## src/rtl/riscv_pkg.sv

```systemverilog
// Shared RISC-V definitions: load/store size codes (funct3), LSU state encoding
// and the latched LSU request payload.
package riscv_pkg;

   localparam int unsigned XLEN = 32;

   localparam logic [2:0] LDST_B  = 3'd0;
   localparam logic [2:0] LDST_H  = 3'd1;
   localparam logic [2:0] LDST_W  = 3'd2;
   localparam logic [2:0] LDST_BU = 3'd4;
   localparam logic [2:0] LDST_HU = 3'd5;

   localparam logic [1:0] LSU_IDLE = 2'd0;
   localparam logic [1:0] LSU_BUSY = 2'd1;
   localparam logic [1:0] LSU_DONE = 2'd2;

   typedef struct packed {
      logic            we;
      logic [2:0]      size;
      logic [XLEN-1:0] addr;
      logic [XLEN-1:0] wd;
      logic [3:0]      be;
   } lsu_req_t;

endpackage

```

## src/rtl/lsu_align.sv

```systemverilog
// Combinational LSU datapath: legality check, store lane steering and
// load byte/halfword extraction with sign or zero extension.
module lsu_align
   import riscv_pkg::*;
(
   input  logic [2:0]  size,
   input  logic [1:0]  lo,
   input  logic [31:0] wd,
   output logic        legal,
   output logic [3:0]  be,
   output logic [31:0] wdata,
   input  logic [2:0]  ld_size,
   input  logic [1:0]  ld_lo,
   input  logic [31:0] rd,
   output logic [31:0] ld_data
);

   logic [7:0]  ld_byte;
   logic [15:0] ld_half;

   // Request side: unsigned sizes steer exactly like their signed twins.
   always_comb begin
      legal = 1'b0;
      be    = 4'b0000;
      wdata = wd;
      case (size)
         LDST_B, LDST_BU: begin
            legal = 1'b1;
            be    = 4'b0001 << lo;
            wdata = {4{wd[7:0]}};
         end
         LDST_H, LDST_HU: begin
            legal = ~lo[0];
            be    = lo[1] ? 4'b1100 : 4'b0011;
            wdata = {2{wd[15:0]}};
         end
         LDST_W: begin
            legal = (lo == 2'b00);
            be    = 4'b1111;
         end
         default: ;
      endcase
   end

   // Response side works from the latched size and low address bits.
   always_comb begin
      ld_byte = rd[7:0];
      case (ld_lo)
         2'd0: ld_byte = rd[7:0];
         2'd1: ld_byte = rd[15:8];
         2'd2: ld_byte = rd[23:16];
         2'd3: ld_byte = rd[31:24];
         default: ;
      endcase
      ld_half = ld_lo[1] ? rd[31:16] : rd[15:0];
      ld_data = 32'h0;
      case (ld_size)
         LDST_B:  ld_data = {{24{ld_byte[7]}}, ld_byte};
         LDST_BU: ld_data = {24'h0, ld_byte};
         LDST_H:  ld_data = {{16{ld_half[15]}}, ld_half};
         LDST_HU: ld_data = {16'h0, ld_half};
         LDST_W:  ld_data = rd;
         default: ;
      endcase
   end

endmodule

```

## src/rtl/riscv_lsu.sv

```systemverilog
// Load/store unit: stalls the single-cycle core across a variable-latency
// data RAM access, with misalignment, illegal-size and timeout errors.
module riscv_lsu
   import riscv_pkg::*;
#(
   parameter int unsigned TIMEOUT = 255
) (
   input  logic        CLK,
   input  logic        RESET,
   input  logic        core_req_i,
   input  logic        core_we_i,
   input  logic [2:0]  core_size_i,
   input  logic [31:0] core_addr_i,
   input  logic [31:0] core_wd_i,
   output logic [31:0] core_rd_o,
   output logic        core_stall_o,
   output logic        core_err_o,
   output logic        mem_req_o,
   output logic        mem_we_o,
   output logic [3:0]  mem_be_o,
   output logic [31:0] mem_addr_o,
   output logic [31:0] mem_wd_o,
   input  logic [31:0] mem_rd_i,
   input  logic        mem_ready_i
);

   localparam int unsigned CNT_W = (TIMEOUT < 2) ? 1 : $clog2(TIMEOUT + 1);

   logic [1:0]       state_q;
   logic [1:0]       state_d;
   lsu_req_t         req_q;
   logic [CNT_W-1:0] cnt_q;
   logic [31:0]      rdata_q;
   logic             tout_q;

   logic             legal;
   logic [3:0]       be;
   logic [31:0]      wdata;
   logic [31:0]      ld_data;
   logic             accept;
   logic             complete;
   logic             timeout_hit;

   lsu_align u_align (
      .size    (core_size_i),
      .lo      (core_addr_i[1:0]),
      .wd      (core_wd_i),
      .legal   (legal),
      .be      (be),
      .wdata   (wdata),
      .ld_size (req_q.size),
      .ld_lo   (req_q.addr[1:0]),
      .rd      (mem_rd_i),
      .ld_data (ld_data)
   );

   always_ff @(posedge CLK or posedge RESET) begin
      if (RESET) state_q <= LSU_IDLE;
      else       state_q <= state_d;
   end

   // Next state and outputs; the IDLE stall/error are combinational so the
   // core never retires the access instruction in its first cycle.
   always_comb begin
      state_d      = state_q;
      accept       = 1'b0;
      complete     = 1'b0;
      timeout_hit  = 1'b0;
      core_rd_o    = 32'h0;
      core_stall_o = 1'b0;
      core_err_o   = 1'b0;
      mem_req_o    = 1'b0;
      mem_we_o     = 1'b0;
      mem_be_o     = 4'b0000;
      mem_addr_o   = 32'h0;
      mem_wd_o     = 32'h0;
      case (state_q)
         LSU_IDLE: begin
            if (core_req_i) begin
               if (legal) begin
                  accept       = 1'b1;
                  core_stall_o = 1'b1;
                  state_d      = LSU_BUSY;
               end else begin
                  core_err_o = ~RESET;
               end
            end
         end
         LSU_BUSY: begin
            core_stall_o = 1'b1;
            mem_req_o    = 1'b1;
            mem_we_o     = req_q.we;
            mem_be_o     = req_q.be;
            mem_addr_o   = {req_q.addr[31:2], 2'b00};
            mem_wd_o     = req_q.wd;
            if (mem_ready_i) begin
               complete = 1'b1;
               state_d  = LSU_DONE;
            end else if (cnt_q == CNT_W'(TIMEOUT - 1)) begin
               timeout_hit = 1'b1;
               state_d     = LSU_DONE;
            end
         end
         LSU_DONE: begin
            core_rd_o  = rdata_q;
            core_err_o = tout_q;
            state_d    = LSU_IDLE;
         end
         default: state_d = LSU_IDLE;
      endcase
   end

   always_ff @(posedge CLK or posedge RESET) begin
      if (RESET) begin
         req_q   <= '0;
         cnt_q   <= '0;
         rdata_q <= 32'h0;
         tout_q  <= 1'b0;
      end else begin
         if (accept) begin
            req_q.we   <= core_we_i;
            req_q.size <= core_size_i;
            req_q.addr <= core_addr_i;
            req_q.wd   <= wdata;
            req_q.be   <= be;
         end
         if (state_q == LSU_BUSY) cnt_q <= cnt_q + CNT_W'(1);
         else                     cnt_q <= '0;
         if (complete)         rdata_q <= req_q.we ? 32'h0 : ld_data;
         else if (timeout_hit) rdata_q <= 32'h0;
         tout_q <= timeout_hit;
      end
   end

endmodule

```

## config.mk

```make
export PLATFORM = sky130hd
export DESIGN_NAME = riscv_lsu
export DESIGN_NICKNAME = d
export VERILOG_FILES = /design/src/rtl/riscv_pkg.sv /design/src/rtl/lsu_align.sv /design/src/rtl/riscv_lsu.sv
export SDC_FILE = /design/constraint.sdc
export NUM_CORES = 1
export LEC_CHECK = 0
export ABC_AREA = 1
export BUFFER_PORTS_ARGS = -buffer_cell sky130_fd_sc_hd__buf_4
export CORE_MARGIN = 5
export CORE_UTILIZATION = 45
export CTS_CLUSTER_DIAMETER = 60
export DETAILED_ROUTE_END_ITERATION = 10
export GPL_TIMING_DRIVEN = 0
export PLACE_DENSITY = 0.77
export SLEW_MARGIN = 15
export SYNTH_ARGS = -nofsm -noshare
export SYNTH_HDL_FRONTEND = slang
export SYNTH_SLANG_ARGS = --single-unit
```

## constraint.sdc

```tcl
create_clock -name CLK -period 7.01 [get_ports CLK]
set_input_delay 1.0515 -clock CLK [delete_from_list [all_inputs] [get_ports CLK]]
set_output_delay 1.0515 -clock CLK [all_outputs]
set_load 0.01 [all_outputs]
```

==> metrics.md <==
| Metric | Value |
|---|---|
| Final setup vio count | `0` |
| Top post-synthesis cells by area | `dfrtp_1, nand2_1, inv_1, nor2_1, nand3_1` |
| Worst setup SP type | `input port` |
| Share of cells above drive strength 1 | `22.29%` |
| Maximum operating frequency | `286.4 MHz` |
| Placed cells | `1,399` |
| Worst-path maximum fanout | `10` |
| RSZ-0062 raised after global routing | `no` |
| Final worst path period share | `49.81%` |
| Detailed router's first-iteration violation count | `489` |
| CTS H-tree depth | `4` |
| R2r startpoint | `state_q[1]$_DFFE_PP0P_` |
| Clock power frac | `34.6%` |
| Largest net degree at the start of global routing | `68` |
| Routed length per instance | `14.06 um` |
| Sequential share of power | `36.3%` |
| DRC errors left | `0` |
| Slew @ Worst Pin | `690.8 ps` |
| Clock-pin slew on the worst setup and hold paths | `60 ps` |
| DIE AREA | `0.01733 sq mm` |
| Crit end category | `output port` |
| Initial Utilization | `45.82%` |
| Clock Skew | `5.858 ps` |
| Final Hold Violating Endpoints | `0` |
| Vias in the first global route | `6,674` |
| Combinational share of power | `29.1%` |
| Post-Layout Cell Count | `1,431` |
| GP Congestion | `0.9174` |
| Post-Syn Instances | `1,010` |
| Reg2reg setup slack | `5140 ps` |
| Post-CTS Setup Bufs | `0` |
| Final wirelength | `20,120 um` |
| Cts hold-fix bufs | `0` |
| Hold EP | `req_q[49]$_DFFE_PP0P_` |
| Detailed Place HPWL | `15,300 um` |
| Grt ovf | `0` |
| Post-Syn Area | `0.006660 sq mm` |
| #FFs+latches synth | `115` |
| Max Slew Vio Count | `0` |
| Sw Share | `33.54%` |
| I/O Pins | `208` |
| Register-to-Register Path Depth | `4` |
| Setup CP Type | `in2out` |
| Met3 Use GR | `7.989%` |
| Clock buffer depth | `2` |
| Antenna Cells | `0` |
| Die X | `131.7 um` |
| Outcome | `finished clean` |
| Synth area leader | `dfrtp_1` |
| Max-Cap Viols | `0` |
| Met1 usage | `29.11%` |
| Worst EP arrival | `2440 ps` |
| Max IR drop VDD | `0.1720 mV` |
| Synth warnings | `0` |
| # resized after CTS | `0` |
| Vias | `6,882` |
| Min-delay src | `req_q[49]$_DFFE_PP0P_` |
| GRT Util Overall | `23.21%` |
| Hold Path Class | `reg2reg` |
| NumNets Final | `1,340` |
| WP data required | `5960 ps` |
| First-pass GRT wire length | `32,910 um` |
| Net Switching | `891.3 uW` |
| Area share of the largest cell type after synthesis | `43.21%` |
| Gr busiest metal | `met2` |
| Vias per inst | `4.809` |
| Die Span Y | `131.7 um` |
| Number of clock sinks | `115` |
| First-pass iteration count of the detailed router | `5` |
| Syn avg cell area | `6.594 sq um` |
| Worst hold slack | `467.0 ps` |
| Int Power | `1766 uW` |
| Clk_lat worst skew | `420 ps` |
| Hold depth | `2` |
| Core Util, Final | `62.48%` |
| Minimum clock period | `3492 ps` |
| TNS Setup | `0 ps` |
| Antenna violations before repair | `0` |
| Relative slew slack | `53.74%` |
| CTS Buf Count | `17` |
| Distinct cells, synth | `28` |
| Leakage | `0.005141 uW` |
| Power Dens Cells | `292.7 mW/mm^2` |
| Root buffer cell | `clkbuf_16` |
| CTS tree | `built` |
| I/O Buffers | `203` |
| Worst reg2reg endpoint | `req_q[13]$_DFFE_PP0P_` |
| Routing usage on met2 | `37.67%` |
| Final ANT Viol Nets | `0` |
| Register area share after synthesis | `43.21%` |
| Synth-to-layout area growth | `36.35%` |
| Core region area | `0.01453 sq mm` |
| Cell Rows | `44` |
power groups by stage:
stage	Combinational (uW)	Clock (uW)	Sequential, uW
5_1_grt	891	957	991
3_5_place_dp	775	0	972
2_1_floorplan	530	0	942
4_1_cts	780	924	964
6_report	775	918	965
3_3_place_gp	757	0	967
routing by layer:
metal,vias up,wire length [um],share of wire [%]
li1,3498,-,-
met1,3077,8300,41
met2,270,9412,47
met3,37,1978,9.8
met4,0,431,2.1
met5,-,0,0
sequential cells by signal (all words and copies together) (netlist names):
name / cells
state_q: 2
cnt_q: 8
rdata_q: 32
tout_q: 1
req_q: 72
how the worst max path moves through the flow:
stage                     slack [ps]      startpoint      endpoint
final                           3520  core_size_i[1]  core_stall_o
after global routing            3370  core_size_i[1]  core_stall_o
after CTS                       3500  core_size_i[1]  core_stall_o
after detailed placement        3540  core_size_i[1]  core_stall_o
after global placement           970           RESET    core_err_o
after floorplan                 2100           RESET    core_err_o
logic make-up after synthesis:
kind of cell    share of synthesized area, %
fa+ha+maj                             0.3757
flops                                  43.21
other cells                          0.05631
simple gates                           34.32
buf+inv                                13.94
xor+xnor                              0.1315
compound gates                         7.966
cell usage after synthesis, drive strengths merged:
library cell  number
nand2            343
inv              168
nor2             129
dfrtp            115
nand3             87
o21ai             65
clkbuf            33
a21oi             24
buf               24
nor3               7
o22ai              7
ha                 2
nor3b              2
conb               1
nand4              1
o21bai             1
xnor2              1
layout by cell type, fill, tap and decap left out, types with 10 or more instances in the layout:
cell / instances
a21oi_1: 24
clkbuf_16: 17
nand2_1: 341
nor2_1: 128
dfrtp_1: 115
buf_4: 208
clkbuf_1: 33
buf_2: 10
inv_1: 160
o21ai_1: 33
o21ai_0: 25
nand3_1: 87
critical path, stage by stage:
cell     delay, ps
buf_4          140
inv_2           70
nor2_1          80
nand2_1        110
o21ai_4        290
nand2_2        130
buf_6          190
buf_6          150
nand2_1         70
buf_4          130
per-stage QoR:
step                      cell area, sq um  total power (uW)  worst slack, ps
after CTS                             9081              2668             3502
after global routing                  9081              2839             3369
final                                 9081              2658             3518
after floorplan                       6664              1471             2096
after global placement                8418              1724            970.6
after detailed placement              8451              1746             3535
cell type report:
type,count,area [sq um]
Fill cell,1387,5453
Sequential cell,115,2878
Multi-Input combinational cell,671,2858
Timing Repair Buffer,204,1551
Inverter,168,635.6
Clock buffer,21,480.5
Buffer,57,297.8
Tap cell,184,230.2
Clock inverter,11,150.1
Note: power is estimated with default switching activity, not from simulation.
